[config.mk]
export PLATFORM = sky130hd
export DESIGN_NAME = branch_history_predictor_flat
export DESIGN_NICKNAME = d
export VERILOG_FILES = /design/src/rtl/branch_history_predictor_if.sv /design/src/rtl/branch_history_predictor.sv /design/src/flat_wrapper.sv
export SDC_FILE = /design/constraint.sdc
export NUM_CORES = 1
export LEC_CHECK = 0
export CORE_MARGIN = 2
export CORE_UTILIZATION = 58
export CTS_CLUSTER_SIZE = 24
export DETAILED_ROUTE_END_ITERATION = 8
export PLACE_DENSITY_LB_ADDON = 0.08
export SYNTH_ARGS = -nofsm -noshare
export SYNTH_HDL_FRONTEND = slang
export SYNTH_SLANG_ARGS = --single-unit
[constraint.sdc]
create_clock -name clk -period 3.9 [get_ports clk]
set_clock_uncertainty 0.15 [all_clocks]
set_input_delay 0.78 -clock clk [delete_from_list [all_inputs] [get_ports clk]]
set_output_delay 0.78 -clock clk [all_outputs]
set_load 0.01 [all_outputs]
[src/rtl/branch_history_predictor_if.sv]
// Fetch-lookup and resolve-training signals of the two-level branch predictor.
// The pipeline side drives stall, fetch and update fields. The predictor
// returns the local and global 2-bit counters.
interface branch_history_predictor_if;
  logic        stall;
  logic [31:0] fetch_pc;
  logic [1:0]  local_state;
  logic [1:0]  global_state;
  logic        update_valid;
  logic [6:0]  update_opcode;
  logic [31:0] update_pc;
  logic        update_taken;

  modport master (
    output stall, fetch_pc, update_valid, update_opcode, update_pc, update_taken,
    input  local_state, global_state
  );

  modport slave (
    input  stall, fetch_pc, update_valid, update_opcode, update_pc, update_taken,
    output local_state, global_state
  );
endinterface

[src/rtl/branch_history_predictor.sv]
// Two-level branch predictor. The local side is a per-PC history table that
// indexes a local pattern table. The global side is a gshare history register
// XORed with PC bits that indexes a global pattern table. Lookups are
// registered with one cycle of latency. Training happens on resolved,
// unstalled conditional branches. Every lookup and training index uses the
// state as it was before the edge.
module branch_history_predictor #(
  parameter int LHT_IDX_BITS = 4,
  parameter int LHIST_BITS   = 4,
  parameter int GHIST_BITS   = 4
) (
  input  logic                        clk,
  input  logic                        rst_n,
  branch_history_predictor_if.slave   bus
);

  localparam int          LHT_N         = 1 << LHT_IDX_BITS;
  localparam int          LPHT_N        = 1 << LHIST_BITS;
  localparam int          GPHT_N        = 1 << GHIST_BITS;
  localparam logic [6:0]  BRANCH_OPCODE = 7'b1100011;
  localparam logic [1:0]  WEAK_NT       = 2'b01;

  // Saturating 2-bit counter step: taken counts up, not-taken counts down.
  function automatic logic [1:0] train_ctr(input logic [1:0] ctr, input logic taken);
    if (taken) return (ctr == 2'b11) ? ctr : ctr + 2'd1;
    else       return (ctr == 2'b00) ? ctr : ctr - 2'd1;
  endfunction

  logic [LHIST_BITS-1:0] lht  [LHT_N];
  logic [1:0]            lpht [LPHT_N];
  logic [1:0]            gpht [GPHT_N];
  logic [GHIST_BITS-1:0] ghr;

  logic [LHT_IDX_BITS-1:0] f_lidx;
  logic [LHT_IDX_BITS-1:0] u_lidx;
  logic [GHIST_BITS-1:0]   f_gidx;
  logic [GHIST_BITS-1:0]   u_gidx;
  logic [LHIST_BITS-1:0]   u_hist;
  logic                    train;

  assign f_lidx = bus.fetch_pc[LHT_IDX_BITS+1:2];
  assign u_lidx = bus.update_pc[LHT_IDX_BITS+1:2];
  assign f_gidx = ghr ^ bus.fetch_pc[GHIST_BITS+1:2];
  assign u_gidx = ghr ^ bus.update_pc[GHIST_BITS+1:2];
  assign u_hist = lht[u_lidx];
  assign train  = bus.update_valid && (bus.update_opcode == BRANCH_OPCODE) && !bus.stall;

  // Upper PC bits and byte-offset bits are not part of any index.
  logic unused_pc_bits;
  assign unused_pc_bits = ^{bus.fetch_pc, bus.update_pc};

  // Registered lookup of both pattern tables for the accepted fetch PC.
  always_ff @(posedge clk or negedge rst_n) begin
    if (!rst_n) begin
      bus.local_state  <= WEAK_NT;
      bus.global_state <= WEAK_NT;
    end else if (!bus.stall) begin
      // NOTE: non-blocking assignments make every read in this edge see pre-edge
      // table contents, which gives the read-before-write collision behaviour.
      bus.local_state  <= lpht[lht[f_lidx]];
      bus.global_state <= gpht[f_gidx];
    end
  end

  // Local history table: shift the resolved direction into the branch's history.
  always_ff @(posedge clk or negedge rst_n) begin
    if (!rst_n) begin
      // NOTE: the tables are plain flops rather than RAM macros so that the
      // asynchronous reset can clear them. A RAM cannot be reset this way.
      for (int i = 0; i < LHT_N; i++) lht[i] <= '0;
    end else if (train) begin
      lht[u_lidx] <= {u_hist[LHIST_BITS-2:0], bus.update_taken};
    end
  end

  // Local pattern table: train the counter selected by the pre-edge local history.
  always_ff @(posedge clk or negedge rst_n) begin
    if (!rst_n) begin
      for (int i = 0; i < LPHT_N; i++) lpht[i] <= WEAK_NT;
    end else if (train) begin
      lpht[u_hist] <= train_ctr(lpht[u_hist], bus.update_taken);
    end
  end

  // Global pattern table: train the gshare-indexed counter.
  always_ff @(posedge clk or negedge rst_n) begin
    if (!rst_n) begin
      for (int i = 0; i < GPHT_N; i++) gpht[i] <= WEAK_NT;
    end else if (train) begin
      gpht[u_gidx] <= train_ctr(gpht[u_gidx], bus.update_taken);
    end
  end

  // Global history register: shift in every trained branch outcome.
  always_ff @(posedge clk or negedge rst_n) begin
    if (!rst_n) begin
      ghr <= '0;
    end else if (train) begin
      ghr <= {ghr[GHIST_BITS-2:0], bus.update_taken};
    end
  end

endmodule
[src/flat_wrapper.sv]
// flat-port wrapper written by rule: the top's interface ports become plain ports
module branch_history_predictor_flat 
#(
  parameter int LHT_IDX_BITS = 4,
  parameter int LHIST_BITS   = 4,
  parameter int GHIST_BITS   = 4
)
  (clk, rst_n, bus_stall, bus_fetch_pc, bus_update_valid, bus_update_opcode, bus_update_pc, bus_update_taken, bus_local_state, bus_global_state);
  branch_history_predictor_if bus_i ();
  input  logic clk;
  input  logic rst_n;
  input wire logic [$bits(bus_i.stall)-1:0] bus_stall;
  input wire logic [$bits(bus_i.fetch_pc)-1:0] bus_fetch_pc;
  input wire logic [$bits(bus_i.update_valid)-1:0] bus_update_valid;
  input wire logic [$bits(bus_i.update_opcode)-1:0] bus_update_opcode;
  input wire logic [$bits(bus_i.update_pc)-1:0] bus_update_pc;
  input wire logic [$bits(bus_i.update_taken)-1:0] bus_update_taken;
  output wire logic [$bits(bus_i.local_state)-1:0] bus_local_state;
  output wire logic [$bits(bus_i.global_state)-1:0] bus_global_state;
  assign bus_i.stall = bus_stall;
  assign bus_i.fetch_pc = bus_fetch_pc;
  assign bus_i.update_valid = bus_update_valid;
  assign bus_i.update_opcode = bus_update_opcode;
  assign bus_i.update_pc = bus_update_pc;
  assign bus_i.update_taken = bus_update_taken;
  assign bus_local_state = bus_i.local_state;
  assign bus_global_state = bus_i.global_state;
  branch_history_predictor #(.LHT_IDX_BITS(LHT_IDX_BITS), .LHIST_BITS(LHIST_BITS), .GHIST_BITS(GHIST_BITS)) u_core (.clk(clk), .rst_n(rst_n), .bus(bus_i));
endmodule
### Yosys cells after proc, flatten, opt, wreduce, memory -nomap -nowiden

Cells that the tools add are included.

| storage, ports and cells | value |
|---|---|
| bits of input ports | 76 |
| word-level logic and storage cells | 118 |
| flip-flop bits (word level) | 136 |
| output and inout bits | 4 |

| cells by class | value |
|---|---|
| $add $sub $neg | 4 |
| equal/unequal tests | 3 |
| bitwise operators | 8 |
| order comparisons | 9 |
| reductions and logical operators | 8 |
| multiplexer cells | 35 |

Operator list:

| kind | number |
|---|---|
| $bwmux W32 | 2 |
| $bwmux W64 | 1 |
| $mux W2 | 18 |
| $bmux W2 S4 | 4 |
| $bmux W4 S4 | 2 |
| $ge A5 B5 Y1 const B | 6 |
| $not A4 Y5 | 6 |
| $mux W4 | 5 |
| $demux W2 S4 | 2 |
| $demux W4 S4 | 1 |
| $lt A5 B1 Y1 const B | 3 |
| $xor A4 B4 Y4 | 2 |
| $eq A7 B7 Y1 const B | 1 |
| $logic_and A1 B1 Y1 | 5 |
| $add A2 B1 Y2 const B | 2 |
| $eq A2 B2 Y1 const B | 2 |
| $logic_not A2 Y1 | 2 |
| $sub A2 B1 Y2 const B | 2 |
| $logic_not A1 Y1 | 1 |

### Depth between registers and ports, before layout

Gate-level depths: netlist of the first run.

| depth | value |
|---|---|
| depth after elaboration | 13 |
| depth in mapped cells | 12 |
| depth with buffers taken out | 8 |

### Least setup slack after synthesis of the first run

No wires, ideal clock.

| path | value |
|---|---|
| kind | input to register |
| start | input port bus_update_pc[2] |
| end | register u_core.lpht[3] in the netlist's numbering |
| arrival | 3,754 ps |
| stages on the path | 10 |
| buffers on the path | 3 |
| data required time | 3,625 ps |
| setup slack | -129 ps |
| cell sequence | buf_4 buf_2 mux4_2 mux4_2 nand2_1 a211oi_1 or4_4 maj3_2 buf_6 mux2_2 |

| on the way | value |
|---|---|
| word-level cells in the longest chain between the ends | 13 |
| elaborated cells on any way between the ends | 22 |
| classes of those cells | 2 x add/sub; 2 x order compare; 1 x eq/ne; 13 x mux; 2 x bitwise; 2 x reduce/logical |

Ends and longest elaborated chain:

| what | RTL line | text |
|---|---|---|
| start: declaration | flat_wrapper.sv:16 | `input wire logic [$bits(bus_i.update_pc)-1:0] bus_update_pc;` |
| $not A4 Y5 (implied by the code) * | branch_history_predictor.sv:45 | `assign u_hist = lht[u_lidx];` |
| $bmux W4 S4 * | branch_history_predictor.sv:45 |  |
| $mux W4 (implied by the code) * (2 in series) | branch_history_predictor.sv:45 |  |
| $not A4 Y5 (implied by the code) * | branch_history_predictor.sv:81 | `lpht[u_hist] <= train_ctr(lpht[u_hist], bus.update_taken);` |
| $bmux W2 S4 | branch_history_predictor.sv:81 |  |
| $mux W2 (implied by the code) (2 in series) | branch_history_predictor.sv:81 |  |
| $sub A2 B1 Y2, or another cell as far along | branch_history_predictor.sv:26 | `else return (ctr == 2'b00) ? ctr : ctr - 2'd1;` |
| $mux W2, on equally long branches | branch_history_predictor.sv:26, branch_history_predictor.sv:25 |  |
| $mux W2 | branch_history_predictor.sv:25 | `if (taken) return (ctr == 2'b11) ? ctr : ctr + 2'd1;` |
| $mux W2 | branch_history_predictor.sv:80 | `end else if (train) begin` |
| $bwmux W32 * | branch_history_predictor.sv:81 |  |
| end signal: indexed assignment | branch_history_predictor.sv:81 |  |
| end: declaration | branch_history_predictor.sv:30 | `logic [1:0] lpht [LPHT_N];` |

Every way passes the cells marked *; elsewhere a longest branch is shown, timed or not. The select of a mux whose other input is x is not followed.
A chain may end at the register's enable or synchronous reset.

### Worst setup path in the final report of the first run

| path | value |
|---|---|
| start | input port bus_update_pc[3] |
| end | register u_core.lpht[21] in the netlist's numbering |

Same word-level chain as after synthesis.

==> results.cfg, run 1 <==
[clocking]
cts.root.buffer_cell = clkbuf_16
ctsLongestPathBuffers = 2
h-tree-depth = 4
cts_tree = built
cts_buffers = 17
clock_latency_ns = 0.42
clkTransAtPathRegs_ns = 0.05
hold_buffers = 0
clkSinkCount = 136

[power_and_ir_drop]
combPwrFrac = 0.067
p_int_mw = 2.507
power_leakage_nw = 4.046
powerDensity_nw_per_um2 = 348.0
seqPwrFrac = 0.441
p_clk_frac = 0.492
swShare = 0.2220
power.total_mw = 3.223
vdd_drop_max_mv = 0.3384
p_sw_uw = 715.6

[sta]
rsz0062_at_grt = false
whs_ns = 0.2452
finalHoldViolCount = 0
finalCritPeriodShare = 0.9726
maxSlewHeadroom = 0.5195
period_needed_ns = 3.793
max_freq_ghz = 0.2636
tightest_slew_ns = 0.7207
final_max_slew_viol_count = 0
fin_tns_setup_ns = 0
setup_violations = 0

[synthesis]
async_flop_share = 1.000
synthFlopType = dfrtp_1
synth-seq-area-share = 0.4482
ys_warn_count = 0
syn-instance-count = 608
synth_edf_count = 0
avgSynthCellArea_um2 = 12.64
ys_types = 37
ys_seq_elements = 136
synth_area_um2 = 7687
synth.net_count = 684

[global_routing]
grt_start_max_net_pins = 79
grt_pass1_vias = 5877
grt_overflow = 0
grt_pass1_wl_mm = 31.74
antenna_found_initial = 0
track_usage = 0.2968

[die]
die_x_um = 119.1
die_h_um = 119.1
start_util = 0.5875
fp.coreArea_um2 = 13090
ios = 80
rows = 42
dieArea_um2 = 14190

[final_layout]
regArea_um2 = 3446
fillers = 906
area_growth_pct = 20.48
fin_util = 0.7078
nNetsFinal = 763
n_antenna_cell = 0
drive_above_1_share = 0.4371
multiInputGateArea_um2 = 4125
fin_cells = 876

[critical_path]
crit_top_cell = buf_4
cp.required_ns = 4.05
crit_fanout = 8
slowest_delay_ns = 0.57
critPathSlowestCell = or4_4
worstPathArrival_ns = 3.94
crit_path_start_kind = input port
crit_type = input port to register
end_kind = register
crit_chain = dlygate4sd2_1, buf_12, mux2i_1, mux4_2, buf_4, buf_4, and3b_1, nor4_2, a211oi_2, or4_4, maj3_2, mux2_2

[placed_design]
dp_hpwl_mm = 13.39
portBuffers = 23
place_congestion = 0.8521
dp_cells = 831

[drt]
vias = 5569
postRouteAntennaNets = 0
dr.first_iter.drc_count = 452
drc = 0
routedWlPerCell_um = 22.45
dr.pass1.iters = 5
via_per_inst = 6.357
wl_mm = 19.67

[run_status]
status = finished clean

[hold_path]
min_path_type = input port to async pin

[flow_run]
maxCapViolations = 0
==> flip-flops by register name, indices dropped and copies added (netlist names) <==
register                 count
u_core.lht                  64
u_core.gpht                 32
u_core.lpht                 32
u_core.ghr                   4
u_core.bus.global_state      2
u_core.bus.local_state       2
==> final cells by class <==
cell class	count	share of cell area
inverter	5	0.002026
clock buffer	21	0.05080
sequential	136	0.3721
tap	176	0.02378
timing repair buffer	93	0.09281
multi-input combinational	434	0.4454
clock inverter	11	0.01310
==> per-stage QoR <==
step                instance area, um2  setup WS [ns]
floorplan                         7709       0.009064
global placement                  8497        -0.6040
detailed placement                8497        -0.6301
CTS                               9261         0.1540
global route                      9261        0.03218
finish                            9261         0.1070
==> critical path: cells and delay by family <==
kind | cells | cell delay, ns
and+or+nand+nor | 3 | 0.96
adders and majority gates | 1 | 0.40
buffers and inverters | 4 | 0.75
AOI/OAI and AO/OA | 1 | 0.09
muxes | 3 | 0.95
==> path summary, 6_finish.rpt <==
kind	cells past startpoint	slack (ns)	end	startpoint
hold / removal	1	0.25	u_core.lht[63]	rst_n
setup reg to reg	9	0.53	u_core.lpht[21]	u_core.lht[17]
setup / recovery	12	0.11	u_core.lpht[21]	bus_update_pc[3]
hold reg to reg	2	0.35	u_core.bus.local_state[1]	u_core.bus.local_state[1]
min in group clk	2	0.35	u_core.bus.local_state[1]	u_core.bus.local_state[1]
max in group asynchronous	2	2.54	u_core.gpht[16]	rst_n
==> layout by cell type (no fill, tap or decap), types with 2 or more instances in the layout <==
master / n
nor4_1: 7
maj3_2: 2
buf_6: 3
maj3_1: 2
buf_12: 8
mux4_2: 64
nor4_2: 3
dfstp_2: 34
nand3_1: 7
clkbuf_16: 17
clkbuf_8: 3
nand2b_1: 2
a21oi_1: 2
or4_4: 2
xor2_1: 5
nor2b_1: 3
nor3b_1: 10
and3b_1: 8
dlygate4sd2_1: 2
clkinv_4: 2
buf_4: 59
xnor2_1: 4
a211oi_1: 6
nor2_1: 29
clkdlybuf4s50_1: 20
and3_1: 2
clkinv_2: 4
mux2i_1: 31
inv_1: 5
clkinvlp_4: 2
a211oi_2: 2
nor3_1: 2
mux2_2: 90
dfrtp_1: 102
bufinv_16: 2
o21ai_0: 50
nand2_1: 89
maj3_4: 2
mux2_4: 2
==> per-layer routing <==
metal | global-route usage | wire length, um | vias up | share of wire
met3 | 0.07471 | 1303 | 39 | 0.066
met5 | 0 | 0 | - | 0
met1 | 0.3917 | 7821 | 2886 | 0.40
met2 | 0.4889 | 10140 | 206 | 0.52
met4 | 0.09077 | 405 | 0 | 0.021
li1 | - | - | 2438 | -
==> power groups by stage <==
stage,sequential [mW],clock [mW],combinational (mW)
finish,1.42,1.59,0.216
global placement,1.44,0,0.204
CTS,1.42,1.61,0.218
global route,1.42,1.69,0.231
floorplan,1.44,0,0.102
detailed placement,1.44,0,0.209
==> logic make-up (layout without fill, tap and decap cells) <==
| kind of cell | count (synthesis) | count (layout) | synth area share |
|---|---|---|---|
| muxes | 186 | 187 | 0.3617 |
| AOI/OAI and AO/OA | 60 | 60 | 0.04167 |
| and+or+nand+nor | 172 | 172 | 0.1055 |
| buffers and inverters | 41 | 130 | 0.02718 |
| xor gates and xnor gates | 9 | 9 | 0.01025 |
| adders and majority gates | 4 | 6 | 0.005534 |
| DFF | 136 | 136 | 0.4482 |
==> what timing repair did <==
item | 4_1_cts | 5_1_grt
endpoints found under the setup margin | 32 | 0
buffers inserted | 10 | 0
gates resized for setup | 16 | 0
==> cells in the mapped netlist, drive strengths merged, types with 3 or more instances <==
library cell,count,area share
a211oi,8,0.0078
and3b,8,0.0091
buf,12,0.013
clkbuf,24,0.012
dfrtp,102,0.33
dfstp,34,0.12
inv,5,0.0024
maj3,4,0.0055
mux2,91,0.13
mux2i,31,0.040
mux4,64,0.19
nand2,91,0.044
nand2b,3,0.0024
nand3,7,0.0046
nor2,29,0.014
nor2b,3,0.0024
nor3b,10,0.0098
nor4,10,0.0081
o21ai,50,0.033
xnor2,4,0.0046
xor2,5,0.0057
(Power assumes the default switching activity.)
==> inputs of run 2 (changes only) <==
TNS_END_PERCENT = 10   (was unset)
==> results of run 2 <==
Final layout, timing and power as in run 1 (identical DEF).
==> inputs of run 3 (changes only) <==
SKIP_CTS_REPAIR_TIMING = 1   (was unset)
==> results.cfg, run 3 (synthesis results as in run 1) <==
[run_status]
status = finished clean

[critical_path]
path_buf_inv = 4
reg2reg_depth = 10
cp.required_ns = 4.05
worst-path-stages = 11
crit_top_cell = buf_4
regToRegStartpoint = u_core.lht[0]
end_kind = register
crit_type = input port to register
r2r_end = u_core.lpht[11]
reg2reg_slack_ns = 0.46
path_delay_family = buffers and inverters
crit_chain = clkdlybuf4s50_1, buf_4, mux4_2, buf_12, buf_4, mux2i_1, nor4_2, a211oi_2, or4_4, maj3_4, mux2_2
crit_path_start_kind = input port
startpoint = bus_update_pc[5]
crit_fanout = 8
worstPathArrival_ns = 3.95
slowest_delay_ns = 0.57
critPathSlowestCell = or4_4
crit_end = u_core.lpht[11]

[global_routing]
grt_overflow = 0
grt_pass1_wl_mm = 30.88
antenna_found_initial = 0
track_usage = 0.2879
grt_start_max_net_pins = 79
grt_pass1_vias = 5773

[clocking]
cts_tree = built
clkSinkCount = 136
ctsLongestPathBuffers = 2
h-tree-depth = 4
clkTransAtPathRegs_ns = 0.06
cts.root.buffer_cell = clkbuf_16
clock_latency_ns = 0.42
cts_buffers = 17

[drt]
drc = 0
route.met3.wl_mm = 1.206
met2_length_mm = 10.22
wl_mm = 19.73
postRouteAntennaNets = 0
dr.first_iter.drc_count = 496
vias = 5602
top_layer = met4
routedWlPerCell_um = 22.52
dr.pass1.iters = 5
met1_length_mm = 8.046
via_per_inst = 6.395

[sta]
period_needed_ns = 3.793
final_max_slew_viol_count = 0
setup_violations = 0
finalCritPeriodShare = 0.9727
finalHoldViolCount = 0
max_freq_ghz = 0.2636
tightest_slew_ns = 0.7221
maxSlewHeadroom = 0.5186
whs_ns = 0.2394

[die]
die_h_um = 119.1
fp.coreArea_um2 = 13090
start_util = 0.5875
dieArea_um2 = 14190
ios = 80
rows = 42
die_x_um = 119.1

[final_layout]
layout_commonest_cell = dfrtp_1
drive_above_1_share = 0.4457
largest_reg_flops = 64
fin_cells = 876
fin_area_um2 = 9323
fillers = 900
n_antenna_cell = 0
fin_util = 0.7125
reg_top3 = u_core.lht (64), u_core.gpht (32), u_core.lpht (32)
top_register = u_core.lht
nNetsFinal = 763
final_cell_mix = 102 x dfrtp_1, 90 x mux2_2, 89 x nand2_1
area_growth_pct = 21.27

[placed_design]
portBuffers = 23
dp_hpwl_mm = 13.39
dp_cells = 831
place_congestion = 0.8521
post_dp_cell_area_um2 = 8497

[power_and_ir_drop]
vdd_drop_max_mv = 0.3371
power_leakage_nw = 4.062
powerDensity_nw_per_um2 = 347.1

[flow_run]
maxCapViolations = 0

[hold_path]
min_path_type = input port to async pin
## run 3: cell types whose count changed in the layout (fill, tap and decap cells not counted), sizes merged
cell and change:
dlygate4sd2 -2, dlymetal6s2s +2
## run 3: area by class of cell
| cell class | count | area (um2) | area share |
|---|---|---|---|
| Clock buffer | 21 | 470.5 | 0.05046 |
| Timing Repair Buffer | 93 | 873.3 | 0.09368 |
| Sequential cell | 136 | 3446 | 0.3696 |
| Tap cell | 176 | 220.2 | 0.02362 |
| Multi-Input combinational cell | 434 | 4173 | 0.4476 |
| Clock inverter | 11 | 121.4 | 0.01302 |
| Inverter | 5 | 18.77 | 0.002013 |
## run 3: worst reg2reg max path, stage by stage, from the launching register on
cell and delay [ns]:
dfrtp_1 0.38, mux2i_1 0.09, mux4_2 0.55, buf_12 0.17, buf_4 0.16, mux2i_1 0.14, nor4_2 0.32, a211oi_2 0.11
or4_4 0.57, maj3_4 0.41, mux2_2 0.28
## run 3: worst min-delay path by stage
stage / startpoint / end / slack [ns] / cells past startpoint
5_1_grt: rst_n / u_core.lht[62] / 0.30 / 1
2_1_floorplan: u_core.lht[21] / u_core.lht[21] / 0.31 / 2
3_3_place_gp: u_core.lht[39] / u_core.lht[39] / 0.32 / 2
4_1_cts: rst_n / u_core.lht[37] / 0.27 / 1
3_5_place_dp: u_core.lht[58] / u_core.lht[58] / 0.34 / 2
6_report: rst_n / u_core.lht[58] / 0.24 / 1
## run 3: power by group
group,leakage (nW),internal (mW),switching [mW]
registers,1.78,1.42,0.00293
clock network,0.289,0.990,0.603
logic,2.00,0.103,0.118
## run 3: per-layer routing
metal | vias up | global-route usage
met5 | - | 0
met4 | 0 | 0.07813
met3 | 29 | 0.06274
met2 | 243 | 0.4752
met1 | 2884 | 0.3901
li1 | 2446 | -
## run 3: through the flow
| stage | TNS [ns] | setup slack [ns] | power [mW] |
|---|---|---|---|
| after floorplan | 0 | 0.009064 | 1.546 |
| after detailed placement | -25.14 | -0.6301 | 1.653 |
| after global placement | -23.52 | -0.6040 | 1.648 |
| after CTS | -5.784 | -0.2022 | 3.246 |
| final | 0 | 0.1065 | 3.236 |
| after global routing | -0.01462 | -0.005302 | 3.343 |
